===== src/rtl/fetch_stage.sv =====
// Instruction fetch stage with a single outstanding request to instruction
// memory, a one-entry instruction buffer, and kill tracking so that a redirect
// arriving while a fetch is in flight discards that fetch's data.
//
// state | meaning
// ------+---------------------------------------------------------------
// REQ   | fetch request to PC outstanding, waiting for imem_ack
// HOLD  | IBUF holds a live instruction for PC, no request outstanding
// KILL  | request to PC still outstanding, but its data is to be dropped;
//       | once acked, fetching restarts at TGT
module fetch_stage #(
  parameter int                    DATA_WIDTH = 32,
  parameter logic [DATA_WIDTH-1:0] RESET_PC   = 32'h0000_0000,
  parameter logic [DATA_WIDTH-1:0] NOP_INSTR  = 32'h0000_0013
) (
  input  logic                  clk,
  input  logic                  rst,
  input  logic                  StallF,
  input  logic                  PCSrcE,
  input  logic [DATA_WIDTH-1:0] PCTargetE,
  output logic                  imem_req,
  output logic [DATA_WIDTH-1:0] imem_addr,
  input  logic                  imem_ack,
  input  logic [DATA_WIDTH-1:0] imem_rdata,
  output logic [DATA_WIDTH-1:0] RDi,
  output logic [DATA_WIDTH-1:0] PCF,
  output logic [DATA_WIDTH-1:0] PC_PlusF,
  output logic                  ValidF
);

  typedef enum logic [1:0] {
    ST_REQ  = 2'd0,
    ST_HOLD = 2'd1,
    ST_KILL = 2'd2
  } state_t;

  localparam logic [DATA_WIDTH-1:0] PC_STEP    = DATA_WIDTH'(4);
  localparam logic [DATA_WIDTH-1:0] ALIGN_MASK = ~(DATA_WIDTH'(3));

  state_t                state_q, state_d;
  logic [DATA_WIDTH-1:0] pc_q, pc_d;
  logic [DATA_WIDTH-1:0] tgt_q, tgt_d;
  logic [DATA_WIDTH-1:0] ibuf_q, ibuf_d;

  logic [DATA_WIDTH-1:0] redirect_pc;
  logic [DATA_WIDTH-1:0] pc_plus4;

  // Redirect targets are always word aligned; the low bits are simply dropped.
  assign redirect_pc = PCTargetE & ALIGN_MASK;
  // Sequential successor wraps naturally at the top of the address space.
  assign pc_plus4    = pc_q + PC_STEP;

  // State register; reset abandons any outstanding transaction.
  always_ff @(posedge clk or posedge rst) begin
    if (rst) begin
      state_q <= ST_REQ;
    end else begin
      state_q <= state_d;
    end
  end

  // Datapath registers: PC, pending redirect target, instruction buffer.
  always_ff @(posedge clk or posedge rst) begin
    if (rst) begin
      pc_q   <= RESET_PC;
      tgt_q  <= RESET_PC;
      ibuf_q <= NOP_INSTR;
    end else begin
      pc_q   <= pc_d;
      tgt_q  <= tgt_d;
      ibuf_q <= ibuf_d;
    end
  end

  // Next-state decision: redirect has priority over stall in every state.
  always_comb begin
    state_d = state_q;
    case (state_q)
      ST_REQ: begin
        if (imem_ack) begin
          state_d = PCSrcE ? ST_REQ : ST_HOLD;
        end else if (PCSrcE) begin
          state_d = ST_KILL;
        end
      end
      ST_HOLD: begin
        if (PCSrcE || !StallF) begin
          state_d = ST_REQ;
        end
      end
      ST_KILL: begin
        if (imem_ack) begin
          state_d = ST_REQ;
        end
      end
      default: state_d = ST_REQ;
    endcase
  end

  // Next values for PC / TGT / IBUF, following the same state decode.
  always_comb begin
    pc_d   = pc_q;
    tgt_d  = tgt_q;
    ibuf_d = ibuf_q;
    case (state_q)
      ST_REQ: begin
        if (imem_ack) begin
          if (PCSrcE) begin
            pc_d = redirect_pc;
          end else begin
            ibuf_d = imem_rdata;
          end
        end else if (PCSrcE) begin
          // Address must stay stable until ack, so park the target.
          tgt_d = redirect_pc;
        end
      end
      ST_HOLD: begin
        if (PCSrcE) begin
          pc_d = redirect_pc;
        end else if (!StallF) begin
          pc_d = pc_plus4;
        end
      end
      ST_KILL: begin
        if (PCSrcE) begin
          // The most recent redirect wins over an older parked target.
          tgt_d = redirect_pc;
          if (imem_ack) begin
            pc_d = redirect_pc;
          end
        end else if (imem_ack) begin
          pc_d = tgt_q;
        end
      end
      default: begin
        pc_d = pc_q;
      end
    endcase
  end

  // Output decode; imem_req drops combinationally with rst.
  always_comb begin
    imem_req  = (state_q != ST_HOLD) && !rst;
    imem_addr = pc_q;
    PCF       = pc_q;
    PC_PlusF  = pc_plus4;
    RDi       = ibuf_q;
    ValidF    = (state_q == ST_HOLD);
  end

endmodule


===== config.mk =====
export PLATFORM = sky130hd
export DESIGN_NAME = fetch_stage
export DESIGN_NICKNAME = d
export VERILOG_FILES = /design/src/rtl/fetch_stage.sv
export SDC_FILE = /design/constraint.sdc
export NUM_CORES = 1
export LEC_CHECK = 0
export ABC_AREA = 1
export BUFFER_PORTS_ARGS = -buffer_cell sky130_fd_sc_hd__clkbuf_2
export CAP_MARGIN = 15
export CORE_AREA = 8 8 127 129
export CTS_CLUSTER_SIZE = 12
export DETAILED_ROUTE_END_ITERATION = 8
export DIE_AREA = 0 0 135 137
export PLACE_DENSITY = 0.77
export SLEW_MARGIN = 25
export SYNTH_ARGS = -nofsm -noshare
export SYNTH_HDL_FRONTEND = slang
export SYNTH_SLANG_ARGS = --single-unit

===== constraint.sdc =====
create_clock -name clk -period 3.2 [get_ports clk]
set_input_delay 0.32 -clock clk [delete_from_list [all_inputs] [get_ports clk]]
set_output_delay 0.32 -clock clk [all_outputs]
set_load 0.02 [all_outputs]

== Word-level counts from Yosys, hierarchy flattened ==
Index checks and enable logic that the tools add are counted.
Cells by class
  multiplexer cells: 17
  equal/unequal tests: 10
  reductions and logical operators: 11
  $add $sub $neg: 1
  bitwise operators: 1
Operators with widths (number)
  $mux 32: 9
  $pmux 32 s3: 1
  $pmux 32 s2: 1
  $add 32x3->32 const B: 1
  $mux 2: 4
  $ne 2x2->1 const B: 4
  $ne 3x3->1 const B: 2
  $pmux 2 s3: 1
  $reduce_and 3->1: 2
  $reduce_and 5->1: 1
  $ne 2x1->1 const B: 2
  $reduce_bool 3->1: 1
  $eq 2x1->1 const B: 1
  $eq 2x2->1 const B: 1
  $logic_not 1->1: 2
  $logic_not 2->1: 1
  $reduce_and 2->1: 1
  $reduce_bool 2->1: 1
  $logic_and 1x1->1: 1
  $logic_or 1x1->1: 1
  $mux 1: 1
  $not 1->1: 1
Word-level totals
  register bits: 98
  logic and storage cells: 44

== Depth between registers and ports, before layout ==
Gate-level depths: netlist (run 1).
  word-level depth: 4
  mapped depth: 12
  gate-level depth less buffers: 12

== Worst setup path after synthesis (run 1) ==
No wires, ideal clock.
  path type: reg-to-output
  from: register pc_q[3] (netlist: PCF[3])
  to: output port PC_PlusF[16]
  data required time: 2880 ps
  buffers on the path: 0
  data arrival time: 1597 ps
  setup slack: 1283 ps
  cell stages (with the launch flop): 7
  cells stage by stage: dfrtp_1 > ha_1 > nand2_1 > inv_1 > nand3_1 > nor2_1 > xor2_1
On the way
  cells in the longest elaborated chain, start to end: 1
Ends and longest elaborated chain
  start, declared: line 41  | logic [DATA_WIDTH-1:0] pc_q, pc_d;
  start signal, assigned: line 69  | pc_q <= pc_d;
  $add 32x3->32: line 51  | assign pc_plus4 = pc_q + PC_STEP;
  end, declared: line 27  | output logic [DATA_WIDTH-1:0] PC_PlusF,
Every way passes these cells.

== Final worst setup path (run 1) ==
  from: register pc_q[2] (netlist: PCF[2])
  to: output port PC_PlusF[16]
The elaborated chain is that of the path after synthesis.

==> results of run 1 <==
placed cells by master, fill, tap and decap left out, types with 6 or more instances in the layout:
cell type | synthesis | layout
xor2_1 | 6 | 6
nand3b_1 | 7 | 7
nor3_1 | 6 | 6
nand2_1 | 243 | 243
mux2_2 | 32 | 32
inv_1 | 73 | 72
o21ai_0 | 49 | 49
clkbuf_16 | 0 | 9
nor2_1 | 123 | 123
dfrtp_1 | 95 | 95
clkbuf_2 | 0 | 196
buf_4 | 36 | 7
o21a_1 | 17 | 17
a21boi_0 | 7 | 7
nand3_1 | 16 | 16
a21oi_1 | 44 | 44
routing by layer:
| layer | routed length (um) | GRT usage |
|---|---|---|
| met1 | 7320 | 0.231 |
| met2 | 8250 | 0.304 |
| met3 | 1620 | 0.0430 |
| met4 | 568 | 0.0919 |
| met5 | 0 | 0 |
worst paths after layout:
path | to | slack [ns] | depth (start not counted) | start
min reg2reg | RDi[14]$_DFFE_PP0P_ | 0.50 | 1 | RDi[14]$_DFFE_PP0P_
min | tgt_q[2]$_DFFE_PP0P_ | 0.14 | 2 | rst
max | PC_PlusF[16] | 0.71 | 7 | PCF[2]$_DFFE_PP0P_
max reg2reg | PCF[1]$_DFFE_PP0P_ | 0.94 | 9 | state_q[0]$_DFFE_PP0P_
max in group asynchronous | tgt_q[19]$_DFFE_PP0P_ | 2.37 | 3 | rst
min in group clk | RDi[3]$_DFFE_PP0P_ | 0.21 | 2 | imem_rdata[3]
logic make-up after synthesis:
family                     synth area share
DFF                                   0.398
muxes                                0.0584
and+or+nand+nor                       0.277
adders and majority gates            0.0101
xor gates and xnor gates             0.0168
AOI/OAI and AO/OA                     0.121
buffers and inverters                 0.119
critical path, cell delays in order, from the launching register on:
cell and delay (ns):
dfrtp_1 0.45, ha_1 0.20, nand2_1 0.08, inv_1 0.12, nand3_1 0.14, nor2_1 0.34
xor2_1 0.27, clkbuf_2 0.22
metrics by stage:
step / instance area, sq um / total power (uW) / std cells / util / worst slack, ns
6_report: 7320 / 8190 / 1173 / 0.516 / 0.714
5_1_grt: 7320 / 8830 / 1173 / 0.516 / 0.612
4_1_cts: 7320 / 8240 / 1173 / 0.516 / 0.685
3_5_place_dp: 7040 / 7170 / 1157 / 0.496 / 0.959
3_3_place_gp: 7040 / 7070 / 1157 / 0.496 / 1.01
2_1_floorplan: 6170 / 5930 / 836 / - / 0.323
flip-flops by register name, summed over array words and instances (netlist names):
name and cells:
PCF 32, RDi 32, tgt_q 32, state_q 2
synth_stat cells (all sizes together):
library cell,instances,area share
dfrtp,95,0.39
xor2,7,0.011
o211ai,2,0.0024
o22ai,1,0.0010
o2111ai,2,0.0028
a22oi,2,0.0032
o21bai,2,0.0024
clkbuf,8,0.0049
mux2,32,0.058
dfstp,3,0.013
a21oi,44,0.036
nand2,246,0.15
nor2,132,0.090
buf,60,0.067
nand3,16,0.013
nor3,6,0.0049
o21ai,51,0.043
inv,76,0.047
o21a,17,0.021
ha,5,0.010
nand4,5,0.0051
xnor2,4,0.0057
and2,4,0.0041
a21boi,7,0.0085
clkinv,1,0.00061
nand3b,7,0.0085
a211oi,1,0.0012
final cells by class:
class | count | area (sq um) | area share
Clock buffer | 12 | 256 | 0.0350
Clock inverter | 4 | 26.3 | 0.00359
Inverter | 77 | 294 | 0.0402
Multi-Input combinational cell | 593 | 2990 | 0.408
Sequential cell | 98 | 2460 | 0.335
Tap cell | 184 | 230 | 0.0314
Timing Repair Buffer | 205 | 1070 | 0.147
power by group:
group | switching (uW) | internal, uW
Combinational | 3150 | 1580
Sequential | 558 | 1870
Clock | 469 | 571
Total | 4170 | 4010
==> qor.csv, run 1 <==
stage,metric,value,unit
outcome,status,completed,
clock_tree,root buffer cell,clkbuf_16,
logic_synthesis,Yosys warnings,0,
clock_tree,"Hold-fix buffers, CTS",0,
critical_path,Critical Path Fanout Max,6,
sta,fmax,402,MHz
sta,Worst Tran Pin Value,0.784,ns
layout,post-synthesis to final-layout area growth,18.7,%
sta,Final Hold Vio Count,0,
sta,Clock Skew,0.0153,ns
critical_path,Setup crit start kind,flop,
sta,RSZ-0062 raised after global routing,false,
hold_path,worst hold-check path type,in -> async,
layout,FILL cells,1354,
drt,"wirelength, routed",17800,um
power_and_ir_drop,Lkg Pwr,0.00379,uW
clock_tree,"CTS clk-pin slew, worst paths",0.07,ns
floorplan,Starting Density,0.434,
clock_tree,CTS tree,done,
drt,wire per inst,15.1,um
grt,pin count of the biggest net entering global routing,62,
clock_tree,H-tree Lvls,3,
critical_path,crit path DAT,2.17,ns
sta,Max-slew headroom,0.477,
floorplan,Die ar.,18500,sq um
logic_synthesis,Netlist cell types,39,
clock_tree,maximum clock path buffer count,2,
drt,routed via count,5904,
sta,final setup violation count,0,
floorplan,die span in y,137,um
place,routability-driven placement congestion ratio,0.866,
floorplan,I/O pins,199,
sta,max-slew violations,0,
drt,DRC,0,
grt,number of global-route vias before repair,5653,
clock_tree,post-CTS setup repair buffer count,0,
place,count of input and output buffers,196,
floorplan,core footprint,14200,sq um
layout,Final nets,1058,
logic_synthesis,Post-Syn Nets,910,
logic_synthesis,Synth Cell Area,6170,sq um
run,max-cap violations,0,
drt,post-route ant nets,0,
logic_synthesis,Syn Area/Cell,7.38,sq um
power_and_ir_drop,VDD IR-drop max,483,uV
layout,n_diodes,0,
critical_path,Worst EP required,2.88,ns
clock_tree,CTS Buf Count,9,
floorplan,Die X,135,um
drt,vias per inst,5.03,
place,post-DP HPWL,13200,um
logic_synthesis,Mapped Cells,836,
grt,total track usage,0.188,
clock_tree,post-cts sizing count,0,
logic_synthesis,Synth Register Bits,98,
grt,initial antenna violation count,0,
sta,Sum Neg Setup Slack,0,ns
sta,minimum clock period after layout,2.49,ns
critical_path,critical path endpoint category,output port,
clock_tree,clock sinks,98,
layout,share of cells above drive strength 1,0.278,
clock_tree,worst skew pair latency,0.35,ns
floorplan,# rows,44,
critical_path,Setup Crit Path Kind,reg -> out,
sta,final hold slack,0.135,ns
drt,Detailed Routing Iterations Pass 1,5,
power_and_ir_drop,PD cells,1120,nW/um^2
sta,Final period util,0.777,
drt,drt first-iter violations,423,
logic_synthesis,sequential fraction of the synthesis area,0.398,
grt,first-pass GRT wire length,28100,um
grt,gr ovfl total,0,
No activity file was read; power rests on OpenSTA's default activity.
==> run 2: changes to the inputs <==
- ABC_AREA: 1 -> 0
- CORE_AREA: 8 8 127 129 -> 8 8 121 123
- DIE_AREA: 0 0 135 137 -> 0 0 129 131
- PLACE_DENSITY: 0.77 -> 0.81
- clock period: 3.2 -> 2.2 ns (I/O delays scaled with it)
==> qor.csv, run 2 <==
stage,metric,value,unit,change
outcome,status,"complete, but fails checks",,was completed
outcome,failing checks,negative setup slack,,
place,routability-driven placement congestion ratio,0.879,,was 0.866
floorplan,I/O pins,199,,unchanged
logic_synthesis,fraction of registers with async set/reset,1.00,,unchanged
critical_path,Worst path top cell family by delay,simple AND/OR/NAND/NOR gates,,unchanged
floorplan,die span in y,131,um,was 137 um
sta,fmax,398,MHz,
logic_synthesis,post-synthesis mux area share,0.129,,was 0.0584
critical_path,CP max stage cell,or4_4,,was dfrtp_1
critical_path,Crit path largest cell delay,0.50,ns,was 0.45 ns
layout,"most common cell after layout, fill and taps aside",clkbuf_2,,was nand2_1
layout,Final nets,861,,"was 1,058"
logic_synthesis,Syn Area/Cell,9.89,sq um,was 7.38 sq um
drt,DRC,0,,unchanged
clock_tree,CTS tree,done,,unchanged
logic_synthesis,top post-synthesis cells by area,"dfrtp_1 (43%), mux2_2 (13%), buf_4 (4.6%), o21ai_0 (4.4%), nor2_1 (3.2%)",,"was dfrtp_1 (39%), nand2_1 (15%), nor2_1 (7.5%), mux2_2 (5.8%), inv_1 (4.4%)"
sta,Max-slew headroom,0.546,,was 0.477
clock_tree,CTS Buf Count,9,,unchanged
clock_tree,"CTS clk-pin slew, worst paths",0.08,ns,was 0.07 ns
logic_synthesis,number of flops mapped to enable cells by yosys,0,,unchanged
logic_synthesis,leading cell type by number of instances after synthesis,dfrtp_1,,was nand2_1
sta,Final period util,1.14,,
layout,"commonest cells after routing, fill and taps aside","clkbuf_2 (174), buf_4 (91), dfrtp_1 (84)",,"was nand2_1 (243), clkbuf_2 (196), nor2_1 (123)"
logic_synthesis,Post-Syn Nets,637,,was 910
critical_path,Setup crit start kind,flop,,unchanged
sta,Final Hold Vio Count,0,,unchanged
grt,first-pass GRT wire length,28000,um,"was 28,100 um"
grt,GR Layer Usage met1,0.249,,was 0.231
floorplan,Die X,129,um,was 135 um
sta,Clock Skew,0.0130,ns,was 0.0153 ns
drt,wire per inst,19.3,um,was 15.1 um
run,max-cap violations,0,,unchanged
critical_path,CP bufs+invs,1,,was 2
place,count of input and output buffers,196,,unchanged
grt,global-route met2 utilization,0.347,,was 0.304
power_and_ir_drop,PD cells,1540,nW/um^2,was 1120 nW/um^2
critical_path,critical path endpoint category,output port,,unchanged
floorplan,core footprint,12900,sq um,"was 14,200 sq um"
grt,pin count of the biggest net entering global routing,53,,was 62
sta,final setup violation count,18,,was 0
logic_synthesis,Synth Register Bits,98,,unchanged
sta,final setup margin,-0.312,ns,was 0.714 ns
grt,total track usage,0.211,,was 0.188
sta,max-slew violations,0,,unchanged
layout,post-synthesis to final-layout area growth,42.5,%,was 18.7%
logic_synthesis,Synth area leader,dfrtp_1,,unchanged
clock_tree,maximum clock path buffer count,2,,unchanged
grt,number of global-route vias before repair,5390,,"was 5,653"
logic_synthesis,Netlist cell types,53,,was 39
grt,GRT busiest layer,met2,,unchanged
floorplan,Starting Density,0.433,,was 0.434
grt,initial antenna violation count,0,,unchanged
critical_path,crit path DAT,2.29,ns,was 2.17 ns
floorplan,# rows,42,,was 44
logic_synthesis,Synth Cell Area,5570,sq um,was 6170 sq um
power_and_ir_drop,VDD IR-drop max,858,uV,was 483 uV
drt,"wirelength, routed",18700,um,"was 17,800 um"
grt,met3 usage,0.0779,,was 0.0430
place,post-DP HPWL,13300,um,"was 13,200 um"
logic_synthesis,Mapped Cells,563,,was 836
critical_path,CP most frequent cell,or4_4,,
logic_synthesis,sequential fraction of the synthesis area,0.441,,was 0.398
logic_synthesis,largest family of logic cells by synthesized area,compound AO/OA/AOI/OAI gates,,was simple AND/OR/NAND/NOR gates
clock_tree,"Hold-fix buffers, CTS",0,,unchanged
drt,routed via count,5427,,"was 5,904"
sta,Sum Neg Setup Slack,-3.48,ns,was 0 ns
sta,Worst Tran Pin Value,0.681,ns,was 0.784 ns
layout,share of cells above drive strength 1,0.544,,was 0.278
grt,gr ovfl total,0,,unchanged
power_and_ir_drop,Lkg Pwr,0.00382,uW,was 0.00379 uW
critical_path,CP cell instances,"nand4_1, or4_4, or4_4, xnor2_4, buf_8",,"was ha_1, nand2_1, inv_1, nand3_1, nor2_1, xor2_1, clkbuf_2"
logic_synthesis,synth cell count leaders,"dfrtp_1 (95), mux2_2 (62), o21ai_0 (49)",,"was nand2_1 (243), nor2_1 (123), dfrtp_1 (95)"
clock_tree,clock sinks,98,,unchanged
hold_path,worst hold-check path type,in -> async,,unchanged
logic_synthesis,Simple-Gate Fraction of Synth Area,0.138,,was 0.277
floorplan,Die ar.,16900,sq um,"was 18,500 sq um"
sta,minimum clock period after layout,2.51,ns,
layout,n_diodes,0,,unchanged
logic_synthesis,Synth Area in XOR/XNOR,0.0440,,was 0.0168
layout,Post-Route Utilization,0.616,,was 0.516
drt,post-route ant nets,0,,unchanged
critical_path,Critical Path Fanout Max,4,,was 6
clock_tree,H-tree Lvls,3,,unchanged
critical_path,Setup Crit Path Kind,reg -> out,,unchanged
logic_synthesis,predominant post-synthesis flop cell,dfrtp_1,,unchanged
drt,Detailed Routing Iterations Pass 1,5,,unchanged
drt,drt first-iter violations,482,,was 423
logic_synthesis,Yosys warnings,0,,unchanged
clock_tree,worst skew pair latency,0.36,ns,was 0.35 ns
sta,RSZ-0062 raised after global routing,true,,was false
logic_synthesis,post-synthesis adder-cell area fraction,0.0112,,was 0.0101
logic_synthesis,compound-gate portion of the synthesized area,0.154,,was 0.121
logic_synthesis,Synth top area share,0.427,,was 0.385
drt,vias per inst,5.61,,was 5.03
critical_path,Worst EP required,1.98,ns,was 2.88 ns
clock_tree,root buffer cell,clkbuf_16,,unchanged
==> run 2: cell count changes after synthesis, sizes merged, moves of 8 or more <==
cell	change
inv	-62
a32oi	+8
a21oi	-29
o21a	-17
mux2	+30
xnor2	+11
nor2	-85
buf	-22
clkbuf	+29
nand2	-218
==> run 2: repair_timing <==
item | in CTS | in global routing
hold endpoints to repair | 0 | 0
buffers inserted | 12 | 11
gates resized for setup | 44 | 65
gates cloned | 0 | 1
pin swaps | 15 | 20
endpoints found under the setup margin | 16 | 27
==> run 2: cell type report <==
cell class | instances | area (sq um)
clock inverters | 7 | 100
inverters | 14 | 56.3
fillers | 1055 | 4940
flip-flops and latches | 98 | 2470
repair buffers | 287 | 1840
well taps | 176 | 220
multi-input cells | 377 | 3030
clock buffers | 9 | 225
==> run 2: power breakdown <==
part / switching (uW) / total [uW] / internal (uW)
registers: 635 / 3350 / 2710
clock network: 747 / 1750 / 1010
logic: 4220 / 7100 / 2880
total: 5600 / 12200 / 6600
==> run 2: logic make-up (layout without fill, tap and decap cells) <==
kind of cell	Yosys count	in the layout
AND/OR/NAND/NOR	152	152
AO/OA/AOI/OAI	127	128
flip-flops	98	98
buffers and inverters	89	317
multiplexers	64	64
XOR/XNOR	28	28
adder cells (fa/ha/maj)	5	5
==> run 2: per-layer routing <==
layer	up-vias	part of all wire	wire length (um)
li1	2469	-	-
met1	2593	0.38	7120
met4	0	0.022	412
met2	327	0.48	8910
met3	38	0.12	2250
met5	-	0	0
==> run 2: final timing paths <==
path / from / endpoint / slack, ns / cells past startpoint
worst max-delay path: PCF[14]$_DFFE_PP0P_ / PC_PlusF[28] / -0.31 / 5
max in group asynchronous: rst / PCF[11]$_DFFE_PP0P_ / 1.61 / 3
worst min-delay path: rst / RDi[7]$_DFFE_PP0P_ / 0.05 / 3
worst min register to register: tgt_q[0]$_DFFE_PP0P_ / tgt_q[0]$_DFFE_PP0P_ / 0.49 / 1
worst max register to register: PCF[14]$_DFFE_PP0P_ / PCF[28]$_DFFE_PP0P_ / -0.03 / 6
min in group clk: imem_rdata[16] / RDi[16]$_DFFE_PP0P_ / 0.09 / 2
==> run 2: worst min-delay path: cells and delay by family <==
kind	cells	cell delay, ns
buffers and inverters	3	0.66
==> run 2: per-stage QoR <==
| stage | cells | hold slack [ns] | setup slack [ns] | cell area (sq um) | power, uW |
|---|---|---|---|---|---|
| detailed placement | 928 | 0.447 | -0.0614 | 7030 | 10000 |
| finish | 968 | 0.0540 | -0.312 | 7940 | 12200 |
| CTS | 956 | 0.0678 | -0.327 | 7640 | 11900 |
| global route | 968 | 0.0891 | -0.394 | 7940 | 12900 |
| floorplan | 563 | 0.371 | -0.102 | 5680 | 7770 |
| global placement | 928 | 0.442 | 0.0273 | 7030 | 9880 |
